$ cat src/rtl/keypad_scanner.sv
// keypad_scanner: 4x4 active-low keypad scan, debounce and two-digit history.
// Define KEYPAD_SYNC_EN to insert the 2-flop row synchronizer.
module keypad_scanner #(
  parameter int SETTLE_CYCLES   = 4800,
  parameter int DEBOUNCE_CYCLES = 960000
) (
  input  logic       clk,
  input  logic       reset,
  input  logic [3:0] rows,
  output logic [3:0] cols,
  output logic [3:0] digit_new,
  output logic [3:0] digit_old,
  output logic       key_valid
);

  localparam int SW = $clog2(SETTLE_CYCLES + 1);
  localparam int DW = $clog2(DEBOUNCE_CYCLES + 1);
  localparam logic [SW-1:0] SET_END = SW'(SETTLE_CYCLES);
  localparam logic [DW-1:0] DB_END  = DW'(DEBOUNCE_CYCLES);

  typedef enum logic [1:0] {
    SCAN, DEBOUNCE, HELD, RELEASE
  } state_t;

  state_t          state, state_nxt;
  logic [1:0]      col, row, low_idx;
  logic [SW-1:0]   set_cnt;
  logic [DW-1:0]   db_cnt, db_next;
  logic [3:0]      rows_s, key_hex;
  logic            settle_done, any_low;
  logic            key_dn, db_full;
  logic            col_adv, fire;

`ifdef KEYPAD_SYNC_EN
  logic [3:0] rows_m, rows_q;

  always_ff @(posedge clk or posedge reset) begin
    if (reset) begin
      rows_m <= '1;
      rows_q <= '1;
    end else begin
      rows_m <= rows;
      rows_q <= rows_m;
    end
  end

  assign rows_s = rows_q;
`else
  assign rows_s = rows;
`endif

  assign settle_done = (state == SCAN) && (set_cnt == SET_END);
  assign any_low     = ~&rows_s;
  assign key_dn      = ~rows_s[row];
  assign db_next     = db_cnt + DW'(1);
  assign db_full     = (db_next == DB_END);

  // Lowest-index low row wins when several are down.
  always_comb begin
    low_idx = '0;
    for (int i = 3; i >= 0; i--) begin
      if (!rows_s[i]) low_idx = 2'(i);
    end
  end

  always_comb begin
    key_hex = 4'h0;
    unique case ({row, col})
      4'b00_00: key_hex = 4'h1;
      4'b00_01: key_hex = 4'h2;
      4'b00_10: key_hex = 4'h3;
      4'b00_11: key_hex = 4'hA;
      4'b01_00: key_hex = 4'h4;
      4'b01_01: key_hex = 4'h5;
      4'b01_10: key_hex = 4'h6;
      4'b01_11: key_hex = 4'hB;
      4'b10_00: key_hex = 4'h7;
      4'b10_01: key_hex = 4'h8;
      4'b10_10: key_hex = 4'h9;
      4'b10_11: key_hex = 4'hC;
      4'b11_00: key_hex = 4'hE;
      4'b11_01: key_hex = 4'h0;
      4'b11_10: key_hex = 4'hF;
      4'b11_11: key_hex = 4'hD;
      default:  key_hex = 4'h0;
    endcase
  end

  always_ff @(posedge clk or posedge reset) begin
    if (reset) state <= SCAN;
    else       state <= state_nxt;
  end

  always_comb begin
    state_nxt = state;
    unique case (state)
      SCAN:
        if (settle_done && any_low) state_nxt = DEBOUNCE;
      DEBOUNCE:
        if (!key_dn)      state_nxt = SCAN;
        else if (db_full) state_nxt = HELD;
      HELD:
        if (!key_dn) state_nxt = RELEASE;
      RELEASE:
        if (key_dn)       state_nxt = HELD;
        else if (db_full) state_nxt = SCAN;
      default: state_nxt = SCAN;
    endcase
  end

  always_comb begin
    col_adv = 1'b0;
    fire    = 1'b0;
    unique case (state)
      SCAN:     col_adv = settle_done && !any_low;
      DEBOUNCE: begin
        col_adv = !key_dn;
        fire    = key_dn && db_full;
      end
      HELD:     col_adv = 1'b0;
      RELEASE:  col_adv = !key_dn && db_full;
      default:  col_adv = 1'b0;
    endcase
  end

  assign cols = ~(4'b0001 << col);

  always_ff @(posedge clk or posedge reset) begin
    if (reset) begin
      col       <= '0;
      row       <= '0;
      set_cnt   <= '0;
      db_cnt    <= '0;
      digit_new <= 4'h0;
      digit_old <= 4'h0;
      key_valid <= 1'b0;
    end else begin
      key_valid <= fire;
      if (col_adv) col <= col + 2'd1;
      if (state == SCAN && !settle_done) set_cnt <= set_cnt + SW'(1);
      else                               set_cnt <= '0;
      if (settle_done && any_low) row <= low_idx;
      unique case (state)
        DEBOUNCE: db_cnt <= db_next;
        RELEASE:  db_cnt <= key_dn ? '0 : db_next;
        default:  db_cnt <= '0;
      endcase
      if (fire) begin
        digit_old <= digit_new;
        digit_new <= key_hex;
      end
    end
  end

endmodule
$ cat config.mk
export PLATFORM = sky130hd
export DESIGN_NAME = keypad_scanner
export DESIGN_NICKNAME = d
export VERILOG_FILES = /design/src/rtl/keypad_scanner.sv
export SDC_FILE = /design/constraint.sdc
export NUM_CORES = 1
export LEC_CHECK = 0
export ABC_AREA = 0
export CAP_MARGIN = 25
export CORE_UTILIZATION = 55
export CTS_CLUSTER_DIAMETER = 120
export DETAILED_ROUTE_END_ITERATION = 6
export DONT_BUFFER_PORTS = 1
export GPL_TIMING_DRIVEN = 0
export PLACE_DENSITY = 0.73
export SYNTH_ARGS = -nofsm -noshare
export SYNTH_HDL_FRONTEND = slang
export SYNTH_SLANG_ARGS = --single-unit
export TNS_END_PERCENT = 5
$ cat constraint.sdc
create_clock -name clk -period 2.49 [get_ports clk]
set_input_delay 0.3735 -clock clk [delete_from_list [all_inputs] [get_ports clk]]
set_output_delay 0.3735 -clock clk [all_outputs]
set_load 0.03 [all_outputs]
==> summary.txt <==
Yosys
  • Synth area leaders: dfrtp_1, nor2_1, xor2_1, ha_1, xnor2_1
  • Main synth FF type: dfrtp_1
  • Synthesized cell area: 0.00274 mm2
  • Most common cell in the netlist: dfrtp_1
  • Leading post-synthesis cells by instance count: dfrtp_1, nor2_1, nand2_1
  • Avg Synthesized Cell Area: 9.83 um2
  • Yosys reg bits: 48
  • Mapped Nets: 294
  • Area share of the largest cell type after synthesis: between 40% and 50%
  • Number of synthesized flops with an enable pin: 0
  • Syn Inst Count: roughly 280
  • Async set or reset register ratio after synthesis: 100%
  • Distinct cells, synth: 51
  • Area leader, netlist: dfrtp_1
  • Seq/Total Area, Yosys: between 40% and 50%
  • Synth warnings: 0

Placement
  • Port bufs: 0
  • Dpl hpwl: 3680 um
  • RD Place Congestion: 0.837

Power and ir drop
  • Total leakage power: 1.35 nW
  • P per Cell Area: 455 mW/mm2
  • Worst vdd ir: between 0.3 and 0.4 mV
  • Total design power: 1.41 mW

Global route
  • GR Overflow Total: 0
  • Largest net degree at the start of global routing: 26
  • Number of global-route vias before repair: between 1500 and 2000
  • GRT Util Overall: 21.3%
  • Initial antenna violation count: 0
  • Global-route wire length before repair: approximately 8700 um

Cells and area
  • Nets: between 300 and 400
  • Layout cells sized above 1: 16.8%
  • Multi-input gate area: around 0.0015 mm2
  • Area grow syn2layout: 13.3%
  • Number of antenna diodes: 0
  • Register area: approximately 0.0012 mm2
  • Filler Cell Count: approximately 380

Route
  • DRC: 0
  • Initial DRT Pass Iterations: 4
  • Routed len/inst: 14.6 um
  • Vias: 2028
  • Post-Route WL: around 5200 um
  • Remaining antenna violation count: 0
  • Routed vias/inst: 5.66
  • Iter 0 DRT Violations: 114

CTS
  • Clock transition at the registers of the reported paths: 0.10 ns
  • CTS buffer count: 5
  • Longest Clk Path Bufs: 2
  • CTS tree: yes
  • Later-pin clock latency in the skew report: about 0.31 ns
  • CTS H-tree depth: 2
  • CTS sink cnt: 48
  • CTS root buffer: clkbuf_8

Worst setup path
  • Crit path kind: reg2reg
  • Element type at the critical path start: flop
  • Slowest stage cell on the critical path: a2111oi_2
  • CP delay by family, top: compound AO/OA/AOI/OAI gates
  • Worst-path cell chain: buf_2, and4_1, a2111oi_2, o22ai_1, a2111oi_4, a31oi_2, mux2_1
  • Delay of the slowest critical-path stage: between 0.4 and 0.5 ns
  • Worst Path Max Fanout: 9
  • Reg2Reg Setup Slack: 0.04 ns
  • CP Capture Type: flop
  • Required @ worst endpoint: 2.69 ns
  • Crit path DAT: roughly 2.7 ns
  • Bufs and invs on worst path: 1

Timing
  • Unrepaired setup endpoints after global routing: yes
  • Layout Skew: 0.00961 ns
  • Hold slack: -0.0127 ns
  • Worst slew pin tran: 0.555 ns
  • Sum Neg Setup Slack: 0 ns
  • Final setup viols: 0
  • Fin. max-slew vios: 0
  • Hold Violations, Final: 19
  • Crit path time final: 2.45 ns
  • Final period util: 98.3%
  • Slew HR: 62.9%
  • Max Clock Freq: roughly 400 MHz

Die
  • Chip height: 72.6 um
  • Die Wd: between 70 and 80 um
  • Die area: 0.00528 mm2
  • Row count: 25
  • Initial core utilization: between 50 and 60%
  • Core ar.: about 0.0048 mm2
  • Io pins: 19

Flow run
  • Maxcap violations: 0

Status
  • Status: finished with violations
  • Violated checks: hold timing

Min path
  • Worst hold-check path type: in2async
[sequential cells by signal, summed over array words and instances (netlist names), named ones only]
register / flops
digit_old: 4
digit_new: 4
key_valid: 1
db_cnt: 20
row: 2
state: 1
set_cnt: 13
col: 2
[kinds of logic (layout without fill, tap and decap cells)]
kind of cell / Yosys count / after routing / synth area share, %
simple gates: 121 / 121 / 23.9
fa+ha+maj: 9 / 9 / 4.10
mux: 15 / 15 / 6.43
xor+xnor: 28 / 28 / 8.94
buf+inv: 23 / 35 / 3.47
flops: 48 / 48 / 43.8
compound gates: 35 / 35 / 9.39
[through the flow]
step | util (%) | setup WS, ns | cell area, um2 | instances
2_1_floorplan | - | 0.165 | 2740 | 279
3_3_place_gp | 59.5 | -0.252 | 2830 | 346
3_5_place_dp | 60.1 | -0.301 | 2860 | 347
4_1_cts | 63.2 | 0.00150 | 3000 | 354
5_1_grt | 65.4 | -0.0500 | 3110 | 358
6_report | 65.4 | 0.0423 | 3110 | 358
[power by group]
group          total (mW)  leakage, nW  switching (mW)  internal [mW]
Combinational      0.0429        0.632          0.0304         0.0124
Sequential          0.789        0.659         0.00722          0.782
Clock               0.581       0.0548           0.278          0.303
Total                1.41         1.35           0.316           1.10
[cell type report]
class | count | area share (%)
Multi-Input combinational cell | 208 | 49.8
Timing Repair Buffer | 5 | 1.85
Sequential cell | 48 | 38.7
Tap cell | 67 | 2.70
Clock buffer | 5 | 2.21
Clock inverter | 3 | 1.49
Inverter | 14 | 1.69
Buffer | 8 | 1.53
[per-layer routing]
metal  vias up  wire length [um]  global-route usage, %
li1        996                 -                      -
met1       972              2410                   28.5
met2        47              2480                   34.3
met4         0               138                   7.41
met3        13               197                   4.83
met5         -                 0                      0
[what timing repair did]
item / in CTS / in global routing
pin swaps: 1 / 5
buffers inserted: 0 / 4
endpoints found under the hold margin: 0 / 0
hold buffers: 0 / 0
endpoints found under the setup margin: 22 / 13
resized for setup: 9 / 15
[cell usage in the layout (no fill, tap or decap), drive strengths merged, types with 2 or more instances in the layout]
master,instances
a2111oi,2
a211oi,5
a21oi,9
and2,3
and3,10
buf,9
clkbuf,9
dfrtp,48
ha,9
inv,15
mux2,11
mux2i,3
nand2,22
nand2b,4
nand3,9
nand4,11
nor2,41
nor2b,2
nor3,6
nor4,4
o211ai,2
o21a,2
o21ai,4
o22ai,2
o31ai,2
or3,2
xnor2,12
xor2,16
[path summary, 6_finish.rpt]
| path | from | end | depth (start not counted) |
|---|---|---|---|
| worst max-delay path | db_cnt[2] | col[1] | 7 |
| worst min-delay path | reset | row[1] | 1 |
| worst max register to register | db_cnt[2] | col[1] | 7 |
| worst min register to register | set_cnt[0] | set_cnt[0] | 1 |
| max in group asynchronous | reset | db_cnt[0] | 2 |
| min in group clk | rows[1] | row[0] | 1 |
Note: power is estimated with default switching activity, not from simulation.
